### src/rtl/uart_pkg.sv
// Shared definitions for the UART receive path.
//   - Default frame geometry (data bits, oversample ratio)
//   - Receive FSM state encoding
//   - Counter width helper
package uart_pkg;

  localparam int unsigned DEF_DATA_BITS  = 8;
  localparam int unsigned DEF_OVERSAMPLE = 16;

  typedef enum logic [2:0] {
    IDLE  = 3'd0,
    START = 3'd1,
    DATA  = 3'd2,
    STOP  = 3'd3,
    DONE  = 3'd4
  } rx_state_e;

  // Width of a counter spanning 0..n-1; never narrower than one bit.
  function automatic int unsigned cnt_width(input int unsigned n);
    return (n <= 2) ? 1 : $clog2(n);
  endfunction

endpackage

### src/rtl/uart_sync_maj.sv
// rx synchroniser chain plus 3-tap majority filter.
// Ports:
//   clk, rst   - clock, asynchronous active-low reset
//   tick16     - oversample strobe; advances the majority history
//   rx         - raw asynchronous serial line
//   rxs        - synchronised line (registered)
//   fall_c     - rxs was 1 last clk and is 0 now
//   maj_c      - majority of the two previous tick samples and current rxs
module uart_sync_maj #(
  parameter int unsigned SYNC_STAGES = 2
) (
  input  logic clk,
  input  logic rst,
  input  logic tick16,
  input  logic rx,
  output logic rxs,
  output logic fall_c,
  output logic maj_c
);

  logic [SYNC_STAGES-1:0] r_sync;
  logic                   r_rxs_d;
  logic [1:0]             r_hist;

  // Synchroniser chain and one-clk delayed copy for edge detection; reset to idle-high.
  always_ff @(posedge clk or negedge rst) begin
    if (!rst) begin
      r_sync  <= '1;
      r_rxs_d <= 1'b1;
    end else begin
      r_sync[0] <= rx;
      for (int i = 1; i < int'(SYNC_STAGES); i++) begin
        r_sync[i] <= r_sync[i-1];
      end
      r_rxs_d <= r_sync[SYNC_STAGES-1];
    end
  end

  // Sample history on each tick.
  always_ff @(posedge clk or negedge rst) begin
    if (!rst) begin
      r_hist <= 2'b11;
    end else if (tick16) begin
      r_hist <= {r_hist[0], r_sync[SYNC_STAGES-1]};
    end
  end

  assign rxs    = r_sync[SYNC_STAGES-1];
  assign fall_c = r_rxs_d & ~rxs;
  assign maj_c  = (r_hist[1] & r_hist[0]) | (r_hist[1] & rxs) | (r_hist[0] & rxs);

endmodule

### src/rtl/uart_rx_frontend.sv
// UART receive front end: start-bit detection, mid-bit sampling with 16x
// oversampling, 8N1 frame assembly and a valid/ready byte output.
// Ports:
//   clk, rst   - clock, asynchronous active-low reset
//   tick16     - one-clk strobe at OVERSAMPLE x baud
//   rx         - raw serial line, idle high
//   data       - received byte, stable while valid
//   valid      - byte available until accepted
//   ready      - consumer accepts on valid & ready
//   frame_err  - stop bit sampled low for the byte in data
//   overrun    - sticky: a frame completed while a byte was unaccepted
//   busy       - start-bit detection through the stop-bit sample
module uart_rx_frontend
  import uart_pkg::*;
#(
  parameter int unsigned DATA_BITS   = DEF_DATA_BITS,
  parameter int unsigned OVERSAMPLE  = DEF_OVERSAMPLE,
  parameter int unsigned SYNC_STAGES = 2
) (
  input  logic                 clk,
  input  logic                 rst,
  input  logic                 tick16,
  input  logic                 rx,
  output logic [DATA_BITS-1:0] data,
  output logic                 valid,
  input  logic                 ready,
  output logic                 frame_err,
  output logic                 overrun,
  output logic                 busy
);

  localparam int unsigned CNT_W = cnt_width(OVERSAMPLE);
  localparam int unsigned IDX_W = cnt_width(DATA_BITS);
  localparam logic [CNT_W-1:0] CNT_MID  = CNT_W'(OVERSAMPLE / 2 - 1);
  localparam logic [CNT_W-1:0] CNT_LAST = CNT_W'(OVERSAMPLE - 1);
  localparam logic [IDX_W-1:0] IDX_LAST = IDX_W'(DATA_BITS - 1);

  rx_state_e            r_state, w_state_nxt;
  logic [CNT_W-1:0]     r_cnt, w_cnt_nxt;
  logic [IDX_W-1:0]     r_idx, w_idx_nxt;
  logic [DATA_BITS-1:0] r_shift, w_shift_nxt;
  logic                 r_stop, w_stop_nxt;
  logic                 r_busy, w_busy_nxt;

  logic [DATA_BITS-1:0] r_data;
  logic                 r_valid;
  logic                 r_frame_err;
  logic                 r_overrun;

  logic w_rxs;
  logic w_fall;
  logic w_maj;

  uart_sync_maj #(
    .SYNC_STAGES (SYNC_STAGES)
  ) u_sync_maj (
    .clk    (clk),
    .rst    (rst),
    .tick16 (tick16),
    .rx     (rx),
    .rxs    (w_rxs),
    .fall_c (w_fall),
    .maj_c  (w_maj)
  );

  // State register.
  always_ff @(posedge clk or negedge rst) begin
    if (!rst) begin
      r_state <= IDLE;
    end else begin
      r_state <= w_state_nxt;
    end
  end

  // Next-state and datapath updates; nothing moves outside IDLE/DONE without a tick.
  always_comb begin
    w_state_nxt = r_state;
    w_cnt_nxt   = r_cnt;
    w_idx_nxt   = r_idx;
    w_shift_nxt = r_shift;
    w_stop_nxt  = r_stop;
    w_busy_nxt  = r_busy;

    case (r_state)
      IDLE: begin
        if (w_fall) begin
          w_state_nxt = START;
          w_cnt_nxt   = '0;
          w_busy_nxt  = 1'b1;
        end
      end

      START: begin
        if (tick16) begin
          if (r_cnt == CNT_MID) begin
            if (w_maj) begin
              w_state_nxt = IDLE;
              w_busy_nxt  = 1'b0;
            end else begin
              w_state_nxt = DATA;
              w_cnt_nxt   = '0;
              w_idx_nxt   = '0;
            end
          end else begin
            w_cnt_nxt = CNT_W'(r_cnt + 1'b1);
          end
        end
      end

      DATA: begin
        if (tick16) begin
          if (r_cnt == CNT_LAST) begin
            w_cnt_nxt   = '0;
            w_shift_nxt = {w_maj, r_shift[DATA_BITS-1:1]};
            if (r_idx == IDX_LAST) begin
              w_state_nxt = STOP;
            end else begin
              w_idx_nxt = IDX_W'(r_idx + 1'b1);
            end
          end else begin
            w_cnt_nxt = CNT_W'(r_cnt + 1'b1);
          end
        end
      end

      STOP: begin
        if (tick16) begin
          if (r_cnt == CNT_LAST) begin
            w_cnt_nxt   = '0;
            w_stop_nxt  = w_maj;
            w_state_nxt = DONE;
            w_busy_nxt  = 1'b0;
          end else begin
            w_cnt_nxt = CNT_W'(r_cnt + 1'b1);
          end
        end
      end

      DONE: begin
        w_state_nxt = IDLE;
      end

      default: begin
        w_state_nxt = IDLE;
        w_busy_nxt  = 1'b0;
      end
    endcase
  end

  // Counters, shift register and stop sample.
  always_ff @(posedge clk or negedge rst) begin
    if (!rst) begin
      r_cnt   <= '0;
      r_idx   <= '0;
      r_shift <= '0;
      r_stop  <= 1'b1;
      r_busy  <= 1'b0;
    end else begin
      r_cnt   <= w_cnt_nxt;
      r_idx   <= w_idx_nxt;
      r_shift <= w_shift_nxt;
      r_stop  <= w_stop_nxt;
      r_busy  <= w_busy_nxt;
    end
  end

  // Output register: a completed frame loads only if the slot is free or being freed.
  always_ff @(posedge clk or negedge rst) begin
    if (!rst) begin
      r_data      <= '0;
      r_valid     <= 1'b0;
      r_frame_err <= 1'b0;
      r_overrun   <= 1'b0;
    end else if (r_state == DONE) begin
      if (!r_valid || ready) begin
        r_data      <= r_shift;
        r_frame_err <= ~r_stop;
        r_valid     <= 1'b1;
      end else begin
        r_overrun <= 1'b1;
      end
    end else if (r_valid && ready) begin
      r_valid <= 1'b0;
    end
  end

  assign data      = r_data;
  assign valid     = r_valid;
  assign frame_err = r_frame_err;
  assign overrun   = r_overrun;
  assign busy      = r_busy;

endmodule
### config.mk
export PLATFORM = sky130hd
export DESIGN_NAME = uart_rx_frontend
export DESIGN_NICKNAME = d
export VERILOG_FILES = /design/src/rtl/uart_pkg.sv /design/src/rtl/uart_sync_maj.sv /design/src/rtl/uart_rx_frontend.sv
export SDC_FILE = /design/constraint.sdc
export NUM_CORES = 1
export LEC_CHECK = 0
export ABC_AREA = 1
export CAP_MARGIN = 20
export CORE_MARGIN = 2
export CORE_UTILIZATION = 40
export CTS_BUF_LIST = sky130_fd_sc_hd__clkbuf_4
export DETAILED_ROUTE_END_ITERATION = 12
export GPL_ROUTABILITY_DRIVEN = 0
export GPL_TIMING_DRIVEN = 0
export PLACE_DENSITY = 0.68
export SKIP_LAST_GASP = 1
export SYNTH_ARGS = -nofsm -noshare
export SYNTH_HDL_FRONTEND = slang
export SYNTH_SLANG_ARGS = --single-unit
### constraint.sdc
create_clock -name clk -period 1.3 [get_ports clk]
set_input_delay 0.325 -clock clk [delete_from_list [all_inputs] [get_ports clk]]
set_output_delay 0.325 -clock clk [all_outputs]
set_load 0.05 [all_outputs]
== Word-level counts from Yosys, hierarchy flattened ==
Index checks and enable logic that the tools add are counted.
Widths: inputs -> output; s select.

* Register bits after elaboration: 36
* Bits of input ports: 5
* Output and inout port bits: 12
* Logic and storage cells: 98

* Add/sub/neg operators: 2
* Equal/unequal tests: 21
* Multiplexer cells: 34
* Bitwise operators: 10
* Reduce and logical (&&, ||, !) cells: 18

{| class="wikitable"
|+ Operators by type and width
! kind !! count
|-
| $mux 3 || 14
|-
| $mux 4 || 6
|-
| $ne 2x2->1 const B || 10
|-
| $reduce_and 7->1 || 2
|-
| $pmux 3 s4 || 1
|-
| $pmux 4 s3 || 1
|-
| $mux 1 || 9
|-
| $reduce_and 8->1 || 1
|-
| $eq 3x2->1 const B || 2
|-
| $eq 3x3->1 const B || 2
|-
| $ne 2x1->1 const B || 3
|-
| $pmux 3 s2 || 1
|-
| $reduce_and 2->1 || 3
|-
| $reduce_and 3->1 || 2
|-
| $reduce_and 5->1 || 1
|-
| $add 4x1->4 const B || 1
|-
| $and 1x1->1 || 4
|-
| $eq 4x3->1 const B || 1
|-
| $eq 4x4->1 const B || 1
|-
| $not 1->1 || 4
|-
| $pmux 1 s4 || 1
|-
| $reduce_bool 2->1 || 2
|-
| $reduce_or 2->1 || 2
|-
| $add 3x1->3 const B || 1
|-
| 9 further kinds || 10
|}

== Depth between registers and ports, before layout ==
Gate-level depths: netlist (run 1).

* Depth in word-level cells: 7
* Mapped depth: 10
* Gate-level depth less buffers: 10

== Hierarchy ==
A second synthesis (run 1) with hierarchy kept.

* Cells, all modules: 202
* Area, all modules: 1691.6 µm²

{| class="wikitable"
|+ By module, submodules not included
! module !! times used !! cells an instance !! area each (µm²) !! sequential area each (µm²)
|-
| uart_rx_frontend || 1 || 185 || 1511.4 || 777.0
|-
| uart_sync_maj || 1 || 17 || 180.2 || 131.4
|}

== Worst setup path before layout (run 1) ==
Ideal clock, no wire load.

* Path kind: register to register
* Start: register r_valid, in the netlist valid
* End: register r_data[0], in the netlist data[0]
* Library setup time: 0.128 ns
* Arrival: 1.310 ns
* Required time: 1.172 ns
* Path slack: -0.138 ns
* Cell stages (with the launch flop): 6
* Path buffers: 0
* Clock period less this slack: 1.438 ns
* Path through: dfrtp_1 inv_1 nor2_1 inv_1 nand2_2 mux2_1

* Cells in the longest elaborated chain, start to end: 3

{| class="wikitable"
|+ Ends and longest elaborated chain
! item !! line !! source
|-
| start: declaration || uart_rx_frontend.sv:46 || <nowiki>logic r_valid;</nowiki>
|-
| start signal: assignment || uart_rx_frontend.sv:171 || <nowiki>r_valid <= 1'b0;</nowiki>
|-
| start signal: assignment || uart_rx_frontend.sv:178 || <nowiki>r_valid <= 1'b1;</nowiki>
|-
| start signal: assignment || uart_rx_frontend.sv:183 || <nowiki>r_valid <= 1'b0;</nowiki>
|-
| $logic_not 1->1 || uart_rx_frontend.sv:175 || <nowiki>if (!r_valid || ready) begin</nowiki>
|-
| $logic_or 1x1->1 || uart_rx_frontend.sv:175 ||
|-
| $reduce_and 2->1 (no source line) || -- ||
|-
| end signal: assignment || uart_rx_frontend.sv:176 || <nowiki>r_data <= r_shift;</nowiki>
|-
| end: declaration || uart_rx_frontend.sv:45 || <nowiki>logic [DATA_BITS-1:0] r_data;</nowiki>
|}

Every way passes these cells.
A chain may end at the register's enable or synchronous reset.

== Worst setup path in the final report (run 1) ==
* Start: register r_cnt[1]
* End: register r_idx[0]

* Cells in the longest elaborated chain, start to end: 3
* Elaborated cells between the ends (all ways): 5
* Classes of those cells: 4 x eq/ne; 1 x reduce/logical

{| class="wikitable"
|+ Ends and longest elaborated chain
! item !! line !! source
|-
| start: declaration || uart_rx_frontend.sv:39 || <nowiki>logic [CNT_W-1:0] r_cnt, w_cnt_nxt;</nowiki>
|-
| start signal: assignment || uart_rx_frontend.sv:159 || <nowiki>r_cnt <= w_cnt_nxt;</nowiki>
|-
| $eq 4x4->1 / $eq 4x3->1 (equally long branches) || uart_rx_frontend.sv:112, uart_rx_frontend.sv:95 ||
|-
| $ne 2x2->1 (no source line) || -- ||
|-
| $reduce_and 7->1 (no source line) (*) || -- ||
|-
| end signal: assignment || uart_rx_frontend.sv:160 || <nowiki>r_idx <= w_idx_nxt;</nowiki>
|-
| end: declaration || uart_rx_frontend.sv:40 || <nowiki>logic [IDX_W-1:0] r_idx, w_idx_nxt;</nowiki>
|}

Mark *: on every way between the ends. The rest lies on a longest branch, timed or not.

==> impl_metrics.tcl, run 1 <==
set metrics [dict create \
    crit_top_cell "nand2_4" \
    seq_area_frac_synth 0.506 \
    fmax_mhz 683 \
    wl_per_cell_um 11.6 \
    period_needed_ns 1.46 \
    synthTopCellsByArea "dfrtp_1 42%, nand2_1 14%, dfstp_2 8.8%, inv_1 4.4%, o21ai_2 3.9%" \
    netlist.area_leader.share 0.418 \
    violations "setup timing" \
    p_switching_mw 1.48 \
    grt_pass1_vias 1324 \
    arrival_ns 1.76 \
    antenna_found_initial 0 \
    startpoint_type "register" \
    p_sw_frac 0.383 \
    via_per_inst 4.73 \
    final_util 0.548 \
    via_count 1481 \
    comb_power_share 0.431 \
    nets 268 \
    holdBufCountCts 0 \
    worst_pin_slew_ns 0.775 \
    cp_max_fo 6 \
    syn_area_um2 1800 \
    power.total_mw 3.85 \
    dp_hpwl_um 2300 \
    grt-ovfl-total 0 \
    drc_errors 0 \
    max-vdd-ir-drop_uv 991 \
    diodes 0 \
    slew_viol_final 0 \
    slew_headroom 0.483 \
    clk_latency_ns 0.36 \
    critPathMaxStageDelay_ns 0.43 \
    synthCells 214 \
    die_area_um2 5040 \
    top_level_ports 17 \
    track_usage 0.152 \
    seqPwrFrac 0.361 \
    fin_worst_skew_ns 0.00829 \
    max-cap-violations 0 \
    avgSynthCellArea_um2 8.40 \
    coreArea_um2 4350 \
    h-tree-depth 2 \
    power_frac_clock 0.208 \
    grt_pass1_wl_um 6030 \
    pre_cts_slack_ns -0.496 \
    ys_types 22 \
    die_x_um 71.0 \
    crit_chain "ha_4, nand2_2, inv_2, nand2_4, nand2_4, nand2_4, nor2_4, buf_6, nand3_2, nand2_1" \
    p_leak_nw 1.19 \
    synth_warnings 0 \
    grt_max_degree 37 \
    dr.pass1.iters 4 \
    synth_nets 222 \
    power.density_nw_per_um2 1620 \
    ant_nets 0 \
    start_util 0.413 \
    wirelength_um 3640 \
    drive_gt1_frac 0.391 \
    rows 24 \
    clk_pin_slew_ns 0.12 \
    cp-end-kind "register" \
    status "finished with violations" \
    rsz0062_at_grt "yes" \
    clock-root-buffer "clkbuf_4" \
    critical_path.slowest_cell "dfrtp_1" \
    finalHoldViolCount 0 \
    finalSetupViolCount 19 \
    hold_class "in -> async" \
    ys_seq_elements 36 \
    synth_largest_area_cell "dfrtp_1" \
    cts_made_buffers 5 \
    die_h_um 71.0 \
    area.growth.synth_to_final_pct 32.7 \
    clk_path_buf_depth 2 \
    fin_crit_sh 1.13 \
    path_class "reg -> reg" \
    regToRegSetupSlack_ns -0.16 \
    cp.required_ns 1.60 \
    cts_sinks 36 \
    setup_ws_ns -0.163 \
    portBuffers 16 \
    cellInternalPower_mw 2.38 \
    cts_tree "done" \
    drtIter0Drc 77 \
]
==> final cells by class <==
cell class              instances  area [µm²]
plain buffers                   3        33.8
clock buffers                   5        37.5
clock inverters                 3        42.5
fillers                       378        1970
inverters                      24        92.6
multi-input cells             151         856
flip-flops and latches         36         912
well taps                      52        65.1
repair buffers                 39         345
==> state kept, by name, indices dropped and copies added (netlist names) <==
register,flops
busy,1
data,8
frame_err,1
overrun,1
r_cnt,4
r_idx,3
r_shift,8
r_state,3
r_stop,1
u_sync_maj.r_hist,2
u_sync_maj.r_rxs_d,1
u_sync_maj.r_sync,2
valid,1
==> power by group through the flow <==
stage	sequential, mW	clock [mW]	combinational (mW)
after global routing	1.41	0.886	1.85
after detailed placement	1.39	0	1.12
final	1.39	0.800	1.66
after floorplan	1.42	0	0.852
after global placement	1.39	0	1.12
after CTS	1.37	0.819	1.29
==> synthesized netlist by cell type <==
| cell | n |
|---|---|
| mux2_1 | 1 |
| nand3_2 | 1 |
| nand3_1 | 12 |
| buf_6 | 2 |
| a21o_1 | 1 |
| ha_1 | 3 |
| nand2_1 | 69 |
| a21oi_1 | 1 |
| buf_4 | 1 |
| nor3_1 | 1 |
| nor2_1 | 17 |
| nand2_2 | 10 |
| o21ai_1 | 10 |
| dfrtp_1 | 30 |
| o21ai_2 | 8 |
| dfstp_2 | 6 |
| xor2_1 | 1 |
| inv_2 | 3 |
| nor2_4 | 5 |
| o21ai_0 | 6 |
| inv_1 | 21 |
| nor2_2 | 5 |
==> per-stage QoR <==
stage / cells / instance area (µm²) / hold WS, ns / setup TNS, ns
after global placement: 282 / 2030 / 0.350 / -42.87
after floorplan: 214 / 1810 / 0.0294 / -0.222
after CTS: 300 / 2200 / 0.0675 / -2.11
after detailed placement: 282 / 2030 / 0.351 / -12.79
after global routing: 313 / 2380 / 0.0829 / -3.74
final: 313 / 2380 / 0.0372 / -1.75
==> worst paths after layout <==
check | from | to | cells past startpoint
setup / recovery | r_cnt[1] | r_idx[0] | 10
hold / removal | rst | r_state[1] | 1
setup reg to reg | r_cnt[1] | r_idx[0] | 10
hold reg to reg | u_sync_maj.r_sync[0] | u_sync_maj.r_sync[1] | 0
max in group asynchronous | rst | valid | 1
min in group clk | u_sync_maj.r_sync[0] | u_sync_maj.r_sync[1] | 0
==> metal layers <==
metal  global-route usage  wire length (µm)
met1                0.213              1720
met2                0.226              1750
met3               0.0385               102
met4               0.0629                64
met5                    0                 0
==> worst max-delay path: cells and delay by family, from the launching register on <==
family,cells,cell delay (ns)
DFF,1,0.43
adders and majority gates,1,0.17
and+or+nand+nor,7,0.58
buffers and inverters,2,0.22
==> timing repair <==
action	CTS	global route
pin swaps	10	11
buffers inserted	10	13
gates resized for setup	84	29
cloned	0	0
setup endpoints to repair	41	41
==> layout by cell type, fill, tap and decap left out, types with 2 or more instances in the layout <==
| cell | n |
|---|---|
| dfrtp_1 | 27 |
| nor2_4 | 6 |
| nand3_2 | 5 |
| o21ai_2 | 8 |
| inv_1 | 20 |
| ha_1 | 2 |
| clkdlybuf4s50_1 | 2 |
| nand2_2 | 10 |
| nand2_1 | 63 |
| nand3_1 | 8 |
| buf_6 | 16 |
| dfstp_2 | 6 |
| buf_4 | 22 |
| clkbuf_4 | 5 |
| nor2_1 | 15 |
| o21ai_0 | 5 |
| o21ai_1 | 11 |
| nand2_4 | 6 |
| dfrtp_2 | 3 |
| nor2_2 | 6 |
| inv_2 | 3 |
==> kinds of logic after synthesis <==
| logic type | synth area share |
|---|---|
| and+or+nand+nor | 0.305 |
| xor gates and xnor gates | 0.00488 |
| DFF | 0.506 |
| muxes | 0.00627 |
| AOI/OAI and AO/OA | 0.0905 |
| adders and majority gates | 0.0209 |
| buffers and inverters | 0.0669 |
No activity file was read; power rests on OpenSTA's default activity.
==> run 2, diff against run 1 <==
- SLEW_MARGIN: unset -> 25
==> run 2 against run 1 <==
  * The flow still finishes with violations (setup timing)
  * Routed wire length rose by 7.5%
  * Clock skew rose by 0.012 ns
  * Hold slack gained 0.33 ns
  * Critical path type unchanged
  * Largest cell class unchanged
  * Largest power group unchanged
==> impl_metrics.tcl, run 2 (synthesized netlist as in run 1, its figures left out) <==
set metrics [dict create \
    status "finished with violations" \
    violations "setup timing" \
    setup_ws_ns -0.187 \
    max-cap-violations 0 \
    cts_sinks 36 \
    finalHoldViolCount 0 \
    coreArea_um2 4350 \
    layout_commonest_cell "nand2_1" \
    hold_class "reg -> reg" \
    clk_latency_ns 0.35 \
    fmax_mhz 673 \
    cts_made_buffers 5 \
    wirelength_um 3920 \
    r2r_end "r_idx[2]" \
    finalInstanceArea_um2 2530 \
    drtIter0Drc 74 \
    grt_max_degree 21 \
    hold_start "u_sync_maj.r_sync[0]" \
    slew_headroom 0.716 \
    worst_pin_slew_ns 0.425 \
    clk_path_buf_depth 2 \
    grt-ovfl-total 0 \
    fin_crit_sh 1.14 \
    rows 24 \
    cellInternalPower_mw 2.27 \
    top_level_ports 17 \
    fin_worst_skew_ns 0.0200 \
    final_util 0.580 \
    dr.pass1.iters 4 \
    die_x_um 71.0 \
    antenna_found_initial 0 \
    p_sw_frac 0.392 \
    wl_per_cell_um 12.4 \
    ant_nets 0 \
    whs_path_depth 0 \
    cp-end-kind "register" \
    die_h_um 71.0 \
    area.growth.synth_to_final_pct 40.7 \
    placed_area_um2 2050 \
    cts_tree "done" \
    path_class "reg -> reg" \
    start_util 0.413 \
    finalSetupViolCount 19 \
    regToRegStartpoint "r_state[2]" \
    seqPwrFrac 0.375 \
    p_leak_nw 1.27 \
    dp_hpwl_um 2370 \
    via_per_inst 4.78 \
    grt_pass1_vias 1408 \
    h-tree-depth 2 \
    worst-r2r-cell-count 9 \
    grt_pass1_wl_um 6460 \
    die_area_um2 5040 \
    period_needed_ns 1.49 \
    slew_viol_final 0 \
    cp_max_fo 8 \
    arrival_ns 1.72 \
    diodes 0 \
    regToRegSetupSlack_ns -0.19 \
    track_usage 0.161 \
    drc_errors 0 \
    startpoint_type "register" \
    min_to "u_sync_maj.r_sync[1]" \
    drive_gt1_frac 0.443 \
    max-vdd-ir-drop_uv 1400 \
    via_count 1510 \
    comb_power_share 0.412 \
    p_switching_mw 1.46 \
    portBuffers 16 \
    fill_cells 366 \
    power_frac_clock 0.212 \
    power.density_nw_per_um2 1470 \
    rsz0062_at_grt "yes" \
    mostFrequentLayoutCells "51 x nand2_1, 27 x dfrtp_1, 24 x buf_4" \
    clk_pin_slew_ns 0.11 \
    nets 271 \
    cp.required_ns 1.53 \
    clock-root-buffer "clkbuf_4" \
]
## run 2: routing by layer
layer / up-vias / share of wire / global-route usage / routed length, µm
li1: 765 / - / - / -
met1: 709 / 0.46 / 0.229 / 1820
met2: 32 / 0.49 / 0.245 / 1910
met3: 4 / 0.035 / 0.0299 / 138
met4: 0 / 0.012 / 0.0650 / 47
met5: - / 0 / 0 / 0
## run 2: metrics by stage
stage,hold WS [ns],total power [mW],setup WS [ns],cells,setup TNS (ns)
2_1_floorplan,0.0294,2.27,-0.0460,214,-0.222
5_1_grt,0.369,3.97,-0.260,316,-3.37
6_report,0.364,3.72,-0.187,316,-1.89
3_5_place_dp,0.284,2.52,-0.475,283,-12.67
3_3_place_gp,0.350,2.51,-1.03,282,-42.87
4_1_cts,0.367,3.46,-0.155,303,-1.71
## run 2: power by group through the flow
stage | Sequential (mW) | Combinational, mW | Clock [mW]
after floorplan | 1.42 | 0.852 | 0
after global placement | 1.39 | 1.12 | 0
after detailed placement | 1.39 | 1.13 | 0
after CTS | 1.37 | 1.29 | 0.801
after global routing | 1.42 | 1.69 | 0.861
final | 1.40 | 1.54 | 0.790
## run 2: worst max path at each step
stage	cells after the start	endpoint	slack (ns)	startpoint
6_report	9	r_idx[2]	-0.19	r_state[2]
5_1_grt	9	r_idx[2]	-0.26	r_state[2]
3_3_place_gp	1	valid	-1.03	rst
2_1_floorplan	10	r_state[0]	-0.05	r_cnt[0]
3_5_place_dp	7	r_shift[1]	-0.47	tick16
4_1_cts	10	r_idx[0]	-0.15	r_cnt[0]
## run 2: repair_timing
action	CTS	global route
pin swaps	9	13
endpoints found under the hold margin	11	0
endpoints found under the setup margin	41	41
gates cloned	1	1
hold buffers	1	0
resized for setup	89	45
buffers inserted	10	12
## run 2: critical path, stage by stage (launching register included)
cell and delay, ns:
dfrtp_1 0.39, buf_6 0.14, nor2_2 0.19, nand2_4 0.13, nor2_2 0.10, nor2_1 0.07, nor2_4 0.16, nand2_2 0.09
nand2_1 0.08, nand2_1 0.05
## run 2: layout make-up
| cell class | instances | area [µm²] | share of cell area |
|---|---|---|---|
| buffer | 3 | 41.3 | 0.0163 |
| clock buffer | 5 | 37.5 | 0.0149 |
| clock inverter | 3 | 42.5 | 0.0168 |
| inverter | 24 | 92.6 | 0.0366 |
| multi-input combinational | 151 | 911 | 0.360 |
| sequential | 36 | 912 | 0.361 |
| tap | 52 | 65.1 | 0.0257 |
| timing repair buffer | 42 | 425 | 0.168 |
